[src/rtl/osc_pkg.sv]
// Shared types and constants for the oscilloscope acquisition controller.
//   osc_acq_st_t : acquisition state (IDLE, PRE, ARM, PST)
//   CW_DEF       : default width of the beat counters and length configuration
package osc_pkg;

  localparam int CW_DEF = 32;

  typedef enum logic [1:0] {
    IDLE = 2'd0,
    PRE  = 2'd1,
    ARM  = 2'd2,
    PST  = 2'd3
  } osc_acq_st_t;

endpackage

[src/rtl/osc_acq_cnt.sv]
// Beat counter shared by the PRE and PST phases of osc_acq.
//   clk, rst : clock, asynchronous active-high reset
//   clr      : synchronous clear (wins over en)
//   en       : increment by one (wraps at 2**CW)
//   cmp      : compare value
//   cnt      : current count
//   hit      : the increment about to be applied makes cnt equal cmp
module osc_acq_cnt
  import osc_pkg::*;
#(
  parameter int CW = CW_DEF
) (
  input  logic          clk,
  input  logic          rst,
  input  logic          clr,
  input  logic          en,
  input  logic [CW-1:0] cmp,
  output logic [CW-1:0] cnt,
  output logic          hit
);

  // Look-ahead compare so the FSM can act on the very beat that reaches cmp.
  assign hit = ((cnt + CW'(1)) == cmp);

  always_ff @(posedge clk or posedge rst) begin
    if (rst) begin
      cnt <= '0;
    end else if (clr) begin
      cnt <= '0;
    end else if (en) begin
      cnt <= cnt + CW'(1);
    end
  end

endmodule

[src/rtl/osc_acq.sv]
// Acquisition control stage behind the trigger detector. Gates the sample
// stream into records of cfg_pre pre-trigger beats, the trigger beat and
// cfg_pst post-trigger beats, closing each record with TLAST.
//   ACLK, ARESET        : clock, asynchronous active-high reset
//   ctl_rst             : synchronous clear of state, counter and output beat
//   ctl_str / ctl_stp   : start / stop acquisition pulses (stop wins)
//   ctl_trg             : trigger qualifier for the current sti beat
//   cfg_con             : re-arm after each record
//   cfg_pre / cfg_pst   : pre-trigger / post-trigger beat counts
//   sts_run / sts_arm   : state != IDLE / state == ARM
//   sts_trg / sts_end   : trigger accepted / TLAST beat transferred (pulses)
//   sts_cnt             : current PRE or PST counter value
//   sti_t*              : input stream (sink side: tdata, tvalid, tready)
//   sto_t*              : output stream (source side: tdata, tvalid, tready, tlast)
// The sti/sto stream bundles are carried as flat AXI4-Stream signals.
module osc_acq
  import osc_pkg::*;
#(
  parameter int  DN = 1,
  parameter type DT = logic signed [16-1:0],
  parameter int  CW = CW_DEF
) (
  input  logic          ACLK,
  input  logic          ARESET,
  input  logic          ctl_rst,
  input  logic          ctl_str,
  input  logic          ctl_stp,
  input  logic          ctl_trg,
  input  logic          cfg_con,
  input  logic [CW-1:0] cfg_pre,
  input  logic [CW-1:0] cfg_pst,
  output logic          sts_run,
  output logic          sts_arm,
  output logic          sts_trg,
  output logic          sts_end,
  output logic [CW-1:0] sts_cnt,
  input  DT             sti_tdata,
  input  logic          sti_tvalid,
  output logic          sti_tready,
  output DT             sto_tdata,
  output logic          sto_tvalid,
  input  logic          sto_tready,
  output logic          sto_tlast
);

  if (DN != 1) begin : g_dn_check
    $error("osc_acq supports a single stream lane only");
  end

  osc_acq_st_t   st, st_nxt, st_start;
  logic          run, xfer, fwd, trg_acc, rec_end;
  logic          cnt_clr, cnt_en, cnt_hit;
  logic [CW-1:0] cnt, cnt_cmp;

  assign run        = (st != IDLE);
  assign sti_tready = run ? (sto_tready | ~sto_tvalid) : 1'b1;
  assign xfer       = sti_tvalid & sti_tready;
  assign fwd        = xfer & run & ~ctl_stp & ~ctl_rst;
  assign trg_acc    = fwd & (st == ARM) & ctl_trg;
  assign rec_end    = (fwd & (st == PST) & cnt_hit) | (trg_acc & (cfg_pst == '0));
  assign cnt_cmp    = (st == PRE) ? cfg_pre : cfg_pst;
  // A zero pre-trigger length skips PRE both at start and on continuous re-arm.
  assign st_start   = (cfg_pre == '0) ? ARM : PRE;
  assign sts_cnt    = cnt;

  osc_acq_cnt #(.CW(CW)) u_cnt (
    .clk (ACLK),
    .rst (ARESET),
    .clr (cnt_clr),
    .en  (cnt_en),
    .cmp (cnt_cmp),
    .cnt (cnt),
    .hit (cnt_hit)
  );

  always_comb begin
    st_nxt  = st;
    cnt_clr = 1'b0;
    cnt_en  = 1'b0;
    if (ctl_rst) begin
      st_nxt  = IDLE;
      cnt_clr = 1'b1;
    end else if (ctl_stp) begin
      st_nxt = IDLE;
    end else begin
      unique case (st)
        IDLE: begin
          if (ctl_str) begin
            st_nxt  = st_start;
            cnt_clr = 1'b1;
          end
        end
        PRE: begin
          if (fwd) begin
            cnt_en = 1'b1;
            if (cnt_hit) st_nxt = ARM;
          end
        end
        ARM: begin
          if (trg_acc) begin
            cnt_clr = 1'b1;
            if (cfg_pst == '0) st_nxt = cfg_con ? st_start : IDLE;
            else               st_nxt = PST;
          end
        end
        PST: begin
          if (fwd) begin
            cnt_en = 1'b1;
            if (cnt_hit) begin
              st_nxt  = cfg_con ? st_start : IDLE;
              cnt_clr = cfg_con;
            end
          end
        end
        default: st_nxt = IDLE;
      endcase
    end
  end

  always_ff @(posedge ACLK or posedge ARESET) begin
    if (ARESET) begin
      st         <= IDLE;
      sts_run    <= 1'b0;
      sts_arm    <= 1'b0;
      sts_trg    <= 1'b0;
      sts_end    <= 1'b0;
      sto_tvalid <= 1'b0;
      sto_tlast  <= 1'b0;
      sto_tdata  <= '0;
    end else if (ctl_rst) begin
      st         <= IDLE;
      sts_run    <= 1'b0;
      sts_arm    <= 1'b0;
      sts_trg    <= 1'b0;
      sts_end    <= 1'b0;
      sto_tvalid <= 1'b0;
      sto_tlast  <= 1'b0;
      sto_tdata  <= '0;
    end else begin
      st      <= st_nxt;
      sts_run <= (st_nxt != IDLE);
      sts_arm <= (st_nxt == ARM);
      sts_trg <= trg_acc;
      sts_end <= sto_tvalid & sto_tready & sto_tlast;
      // A held beat survives a stop; it only leaves through the handshake.
      if (fwd) begin
        sto_tvalid <= 1'b1;
        sto_tdata  <= sti_tdata;
        sto_tlast  <= rec_end;
      end else if (sto_tready) begin
        sto_tvalid <= 1'b0;
        sto_tlast  <= 1'b0;
      end
    end
  end

endmodule

[config.mk]
export PLATFORM = sky130hd
export DESIGN_NAME = osc_acq
export DESIGN_NICKNAME = d
export VERILOG_FILES = /design/src/rtl/osc_pkg.sv /design/src/rtl/osc_acq_cnt.sv /design/src/rtl/osc_acq.sv
export SDC_FILE = /design/constraint.sdc
export NUM_CORES = 1
export LEC_CHECK = 0
export ABC_AREA = 0
export CORE_UTILIZATION = 40
export CTS_CLUSTER_DIAMETER = 200
export DETAILED_ROUTE_END_ITERATION = 6
export PLACE_DENSITY = 0.8
export SLEW_MARGIN = 20
export SYNTH_ARGS = -nofsm -noshare
export SYNTH_HDL_FRONTEND = slang
export SYNTH_HIERARCHICAL = 1
export SYNTH_SLANG_ARGS = --single-unit
export TNS_END_PERCENT = 50
[constraint.sdc]
create_clock -name ACLK -period 4.4 [get_ports ACLK]
set_input_delay 0.44 -clock ACLK [delete_from_list [all_inputs] [get_ports ACLK]]
set_output_delay 0.44 -clock ACLK [all_outputs]
set_load 0.02 [all_outputs]
# Yosys cells after proc, flatten, opt, wreduce, memory -nomap -nowiden
# Cells that the tools add are included.
# word_totals
ff_bits,56
latchBits,0
ram_bits,0
rom_bits,0
in_bits,89
out_inout_bits,55
elab_cells,79
mem_count,0
# op_classes
addsub,1
n_mul,0
n_div,0
n_lt_le_gt_ge,0
eq_ne,5
n_shift,0
n_mux,39
n_bitwise,16
n_reduce_logical,9
# ops
op,n
$mux W32,3
$logic_not A32 Y1,2
$add A32 B1 Y32 const B,1
$eq A32 B32 Y1,1
$mux W16,2
$mux W2,12
$mux W1,20
$and A1 B1 Y1,11
$pmux W2 S4,1
$reduce_bool A2 Y1,4
$eq A2 B2 Y1 const B,3
$not A1 Y1,3
$pmux W1 S3,1
$reduce_bool A3 Y1,1
$eq A2 B1 Y1 const B,1
$logic_not A2 Y1,1
$or A1 B1 Y1,2
$reduce_or A2 Y1,1

# Longest topological paths before layout
# logic_depth
word_depth,15
ltp_mapped,17
ltp_nobuf,13

# By module
# Netlist, hierarchy kept.
# by_module_without_submodules
mod,instances,cells_per_inst,area_per_inst_um2,seq_area_each_um2
osc_acq_cnt,1,336,2697.6,800.8
osc_acq,1,181,1630.3,600.6

# Worst setup path after synthesis
# OpenSTA, ideal clock, no wires.
# synth_timing
kind,reg-to-reg
startpoint,register st[0]
endpoint,register u_cnt.cnt[0]
setup_ns,0.132
t_arrival_ns,3.542
required_ns,4.268
setup_slack_ns,0.726
stages_incl_launch_ff,16
path_buffers,4
synth_period_minus_slack_ns,3.674
path_cell_list,dfrtp_1 -> buf_4 -> nand2b_1 -> clkbuf_1 -> clkbuf_1 -> mux2_2 -> xnor2_1 -> or3_1 -> a211o_1 -> nor4_1 -> nor4b_2 -> nand2_1 -> o211ai_1 -> a31o_2 -> clkbuf_1 -> nor2_1
# synth_via
elab_cells_between_ends,27
cone_classes,eq/ne (4); mux (13); bitwise (6); reduce/logical (4)
# synth_lines
item,line,text
"start, declared",osc_acq.sv:50,"osc_acq_st_t st, st_nxt, st_start;"
"start signal, assigned",osc_acq.sv:140,st <= st_nxt;
$eq A2 B1 Y1 *,osc_acq.sv:61,assign cnt_cmp = (st == PRE) ? cfg_pre : cfg_pst;
$mux W32 *,osc_acq.sv:61,
net cnt_cmp[25],osc_acq.sv:53,"logic [CW-1:0] cnt, cnt_cmp;"
$eq A32 B32 Y1 *,osc_acq_cnt.sv:23,assign hit = ((cnt + CW'(1)) == cmp);
net cnt_hit,osc_acq.sv:52,"logic cnt_clr, cnt_en, cnt_hit;"
$mux W1 *,osc_acq.sv:109,if (cnt_hit) begin
$mux W1 *,osc_acq.sv:107,if (fwd) begin
$pmux W1 S3 *,osc_acq.sv:86,unique case (st)
$mux W1 *,osc_acq.sv:83,end else if (ctl_stp) begin
$mux W1 *,osc_acq.sv:80,if (ctl_rst) begin
net cnt_clr,osc_acq.sv:52,
$mux W32 / $reduce_bool A2 Y1 (equally long branches),--,
"end signal, assigned",osc_acq_cnt.sv:31,cnt <= cnt + CW'(1);
"end, declared",osc_acq_cnt.sv:18,"output logic [CW-1:0] cnt,"
# The timed path passes the listed nets; every way through them passes the cells marked *.
# A chain may end at the register's enable or synchronous reset.

# Final worst setup path
# layout_timing
startpoint,register u_cnt.cnt[0]
endpoint,register sts_run
# layout_via
elab_chain_cells,9
elab_cells_between_ends,11
cone_classes,add/sub (1); eq/ne (1); mux (8); reduce/logical (1)
# layout_rtl
item,line,text
$add A32 B1 Y32 *,osc_acq_cnt.sv:23,
$eq A32 B32 Y1 *,osc_acq_cnt.sv:23,
net cnt_hit,osc_acq.sv:52,
$mux W2 (on tied branches),"osc_acq.sv:109, osc_acq.sv:96",
$mux W2 (on tied branches),"osc_acq.sv:107, osc_acq.sv:94",
$pmux W2 S4 *,osc_acq.sv:86,
$mux W2 *,osc_acq.sv:83,
$mux W2 *,osc_acq.sv:80,
$reduce_bool A2 Y1 *,osc_acq.sv:141,sts_run <= (st_nxt != IDLE);
$mux W1 *,osc_acq.sv:130,end else if (ctl_rst) begin
"end signal, assigned",osc_acq.sv:141,
"end, declared",osc_acq.sv:32,"output logic sts_run,"
# Marked as above.

==> impl_results.md <==
* Async SR Flop Fraction at 1.000
* CTS Buf Count at 5
* Number of DRC markers in iteration 0 at 322
* Final hold violation count at 0
* Detail Placement HPWL at 10710 um
* Final TNS setup at 0 ns
* Top post-synthesis cells by area: dfrtp_1 32%, mux2_2 8.6%, nand2_1 6.5%, xor2_1 6.1%, xnor2_1 5.9%
* TritonCTS clock tree: built
* Die W at 106.0 um
* Most common cell in the synthesized netlist: nand2_1
* Final setup viols at 0
* Max Buffers Root-to-Sink at 2
* Max-Cap Viols at 0
* Placer Congestion at 0.9266
* Routed len/inst at 17.75 um
* Fillers at 972
* Root Buffer: clkbuf_8
* Number of antenna repair diodes at 0
* Mapped Nets at 607
* Unrepaired setup endpoints after global routing: false
* DRC at 0
* Total track usage at 0.2477
* FF-to-FF Start: u_cnt/cnt[0]$_DFFE_PP0P_
* Register area share after synthesis at 0.3238
* DP Cell Count at 775
* Worst r2r path cells at 12
* Grt ovf at 0
* FF/Latch Area at 1401 um2
* Layout Area Growth over Synthesis at 38.02%
* Top-level I/O count at 144
* Largest net degree at the start of global routing at 33
* Worst slew margin at 0.4138
* Vias in the first global route at 4444
* Die area at 11240 um2
* Mapped Cells at 517
* Type of the worst min-delay path: reg2reg
* Area of the multi-input gates at 2753 um2
* Area leader, netlist: dfrtp_1
* Worst Path Max Fanout at 11
* First-pass GRT wire length at 22180 um
* Top_reg_cell synth: dfrtp_1
* CTS sink cnt at 56
* Cell leakage power at 2.134 nW
* Synthesized cell area at 4328 um2
* Min Clock Period, post-route at 4.149 ns
* # port buffers at 143
* WL final at 13900 um
* Critical Path Source Type: flip-flop
* NumNets Final at 736
* R2R Setup Slk at 0.25 ns
* FP Rows at 37
* DR vias/cell at 5.686
* Arr. time, crit path at 4.33 ns
* Crit path to: sts_run$_DFF_PP0_
* Die Height at 106.0 um
* Cell variety after synth at 69
* Starting Density at 0.4155
* Post-synth top cells: 75 x nand2_1, 56 x dfrtp_1, 42 x nor2_1
* Number of synthesis warnings at 6
* Clk_skew at 0.006854 ns
* Run status: complete, no violations
* Buffer count from post-CTS setup fixing at 0
* Power Density at 175.9 nW/um2
* Seq cells post-synth at 56
* Via count at 4452
* Initial antenna violation count at 0
* Max-slew violations at 0
* Post-route ant nets at 0
* Layout Cells excl Fill at 783
* Critical Path Source: u_cnt/cnt[0]$_DFFE_PP0P_
* Clk Latency, worst-skew pair at 0.32 ns
* Hold path depth at 2
* Clock-pin slew on the worst setup and hold paths at 0.11 ns
* Worst Setup End Kind: flip-flop
* Share of cells above drive strength 1 at 0.1097
* Avg Cell Area, Syn at 8.371 um2
* Critical path class: reg2reg
* Reg2reg end: sts_run$_DFF_PP0_
* Final period util at 0.9430
* Fmax at 241.0 MHz
* CP required at 4.58 ns
* Slew at the pin with the worst max-slew slack at 0.8783 ns
* VDD IR-drop max at 121.3 uV
* Post-synth EDFFs at 0
* Worst hold margin at 0.5282 ns
* Core area at 10420 um2
* Number of H-tree levels at 2
* First drt pass iteration count at 5
* Share of the synthesized area in the top cell type at 0.3238
==> critical path, stage by stage, from the launching register on <==
cell       delay [ns]
dfrtp_1          0.48
ha_2             0.34
nand3_1          0.22
or4_1            0.74
o31ai_2          0.27
a21oi_1          0.09
a2111oi_1        0.34
nand4_1          0.16
nor4b_2          0.41
nand2_1          0.20
xnor2_1          0.17
a222oi_1         0.43
a211oi_1         0.16
==> layout by cell type, fill, tap and decap left out, types with 5 or more instances in the layout <==
cell type,netlist,layout
and2_1,6,6
dfrtp_1,56,56
clkdlybuf4s50_1,0,143
inv_1,11,11
nand2b_1,6,6
nor3b_1,5,5
nor2_1,42,42
buf_4,2,7
xnor2_1,29,29
a21oi_1,32,32
nor4_1,25,25
clkbuf_8,0,5
nand2_1,75,75
nor3_1,11,11
mux2_2,33,33
xor2_1,30,30
o21ai_0,18,18
nand3_1,17,17
nand4_1,13,13
or3_1,9,9
==> metal layers <==
metal	GRT usage	wire (um)	vias up
met4	0.07242	252	0
met3	0.03495	960	24
met5	0	0	-
met2	0.4295	6847	209
met1	0.3198	5836	2111
li1	-	-	2108
==> cell families after synthesis <==
kind of cell / share of synthesized area
buffers and inverters: 0.04221
AND/OR/NAND/NOR: 0.3018
XOR/XNOR: 0.1194
AO/OA/AOI/OAI: 0.1217
multiplexers: 0.08818
flip-flops: 0.3238
adder cells (fa/ha/maj): 0.002891
==> sequential cells by signal, indices dropped and copies added, names as in the netlist <==
signal / flops
u_cnt/cnt: 32
sto_tdata: 16
st: 2
sto_tlast: 1
sto_tvalid: 1
sts_arm: 1
sts_end: 1
sts_run: 1
sts_trg: 1
==> worst min path at each step <==
stage                                    startpoint                   endpoint  slack [ns]
after detailed placement   sto_tdata[9]$_DFFE_PP0P_   sto_tdata[9]$_DFFE_PP0P_        0.52
after global placement    sto_tdata[10]$_DFFE_PP0P_  sto_tdata[10]$_DFFE_PP0P_        0.51
after floorplan                              ARESET            st[0]$_DFF_PP0_        0.45
final                     sto_tdata[10]$_DFFE_PP0P_  sto_tdata[10]$_DFFE_PP0P_        0.53
after global routing       sto_tdata[2]$_DFFE_PP0P_   sto_tdata[2]$_DFFE_PP0P_        0.57
after CTS                  sto_tdata[9]$_DFFE_PP0P_   sto_tdata[9]$_DFFE_PP0P_        0.53
==> power breakdown <==
part / leakage, nW / internal (mW) / switching, mW
clock network: 0.0487 / 0.117 / 0.181
logic: 1.30 / 0.130 / 0.103
registers: 0.781 / 0.517 / 0.00262
total: 2.13 / 0.764 / 0.287
==> final cells by class <==
class | count | share of cell area
Multi-Input combinational cell | 419 | 0.4608
Timing Repair Buffer | 151 | 0.2518
Sequential cell | 56 | 0.2346
Tap cell | 136 | 0.02849
Clock buffer | 5 | 0.01152
Inverter | 13 | 0.008379
Clock inverter | 3 | 0.004399
==> stage by stage <==
stage / util / worst slack, ns / power, mW / cell area [um2]
2_1_floorplan: - / 0.7258 / 0.6371 / 4328
5_1_grt: 0.5735 / 0.09973 / 1.097 / 5973
3_5_place_dp: 0.5635 / 0.3088 / 0.7609 / 5869
3_3_place_gp: 0.5635 / 0.5139 / 0.7565 / 5869
6_report: 0.5735 / 0.2508 / 1.051 / 5973
4_1_cts: 0.5726 / 0.2650 / 1.060 / 5964
==> what timing repair did <==
item	CTS	global route
gates resized for setup	0	1
endpoints found under the hold margin	0	0
setup endpoints to repair	0	35
hold buffers	0	0
No activity file was read; power rests on OpenSTA's default activity.
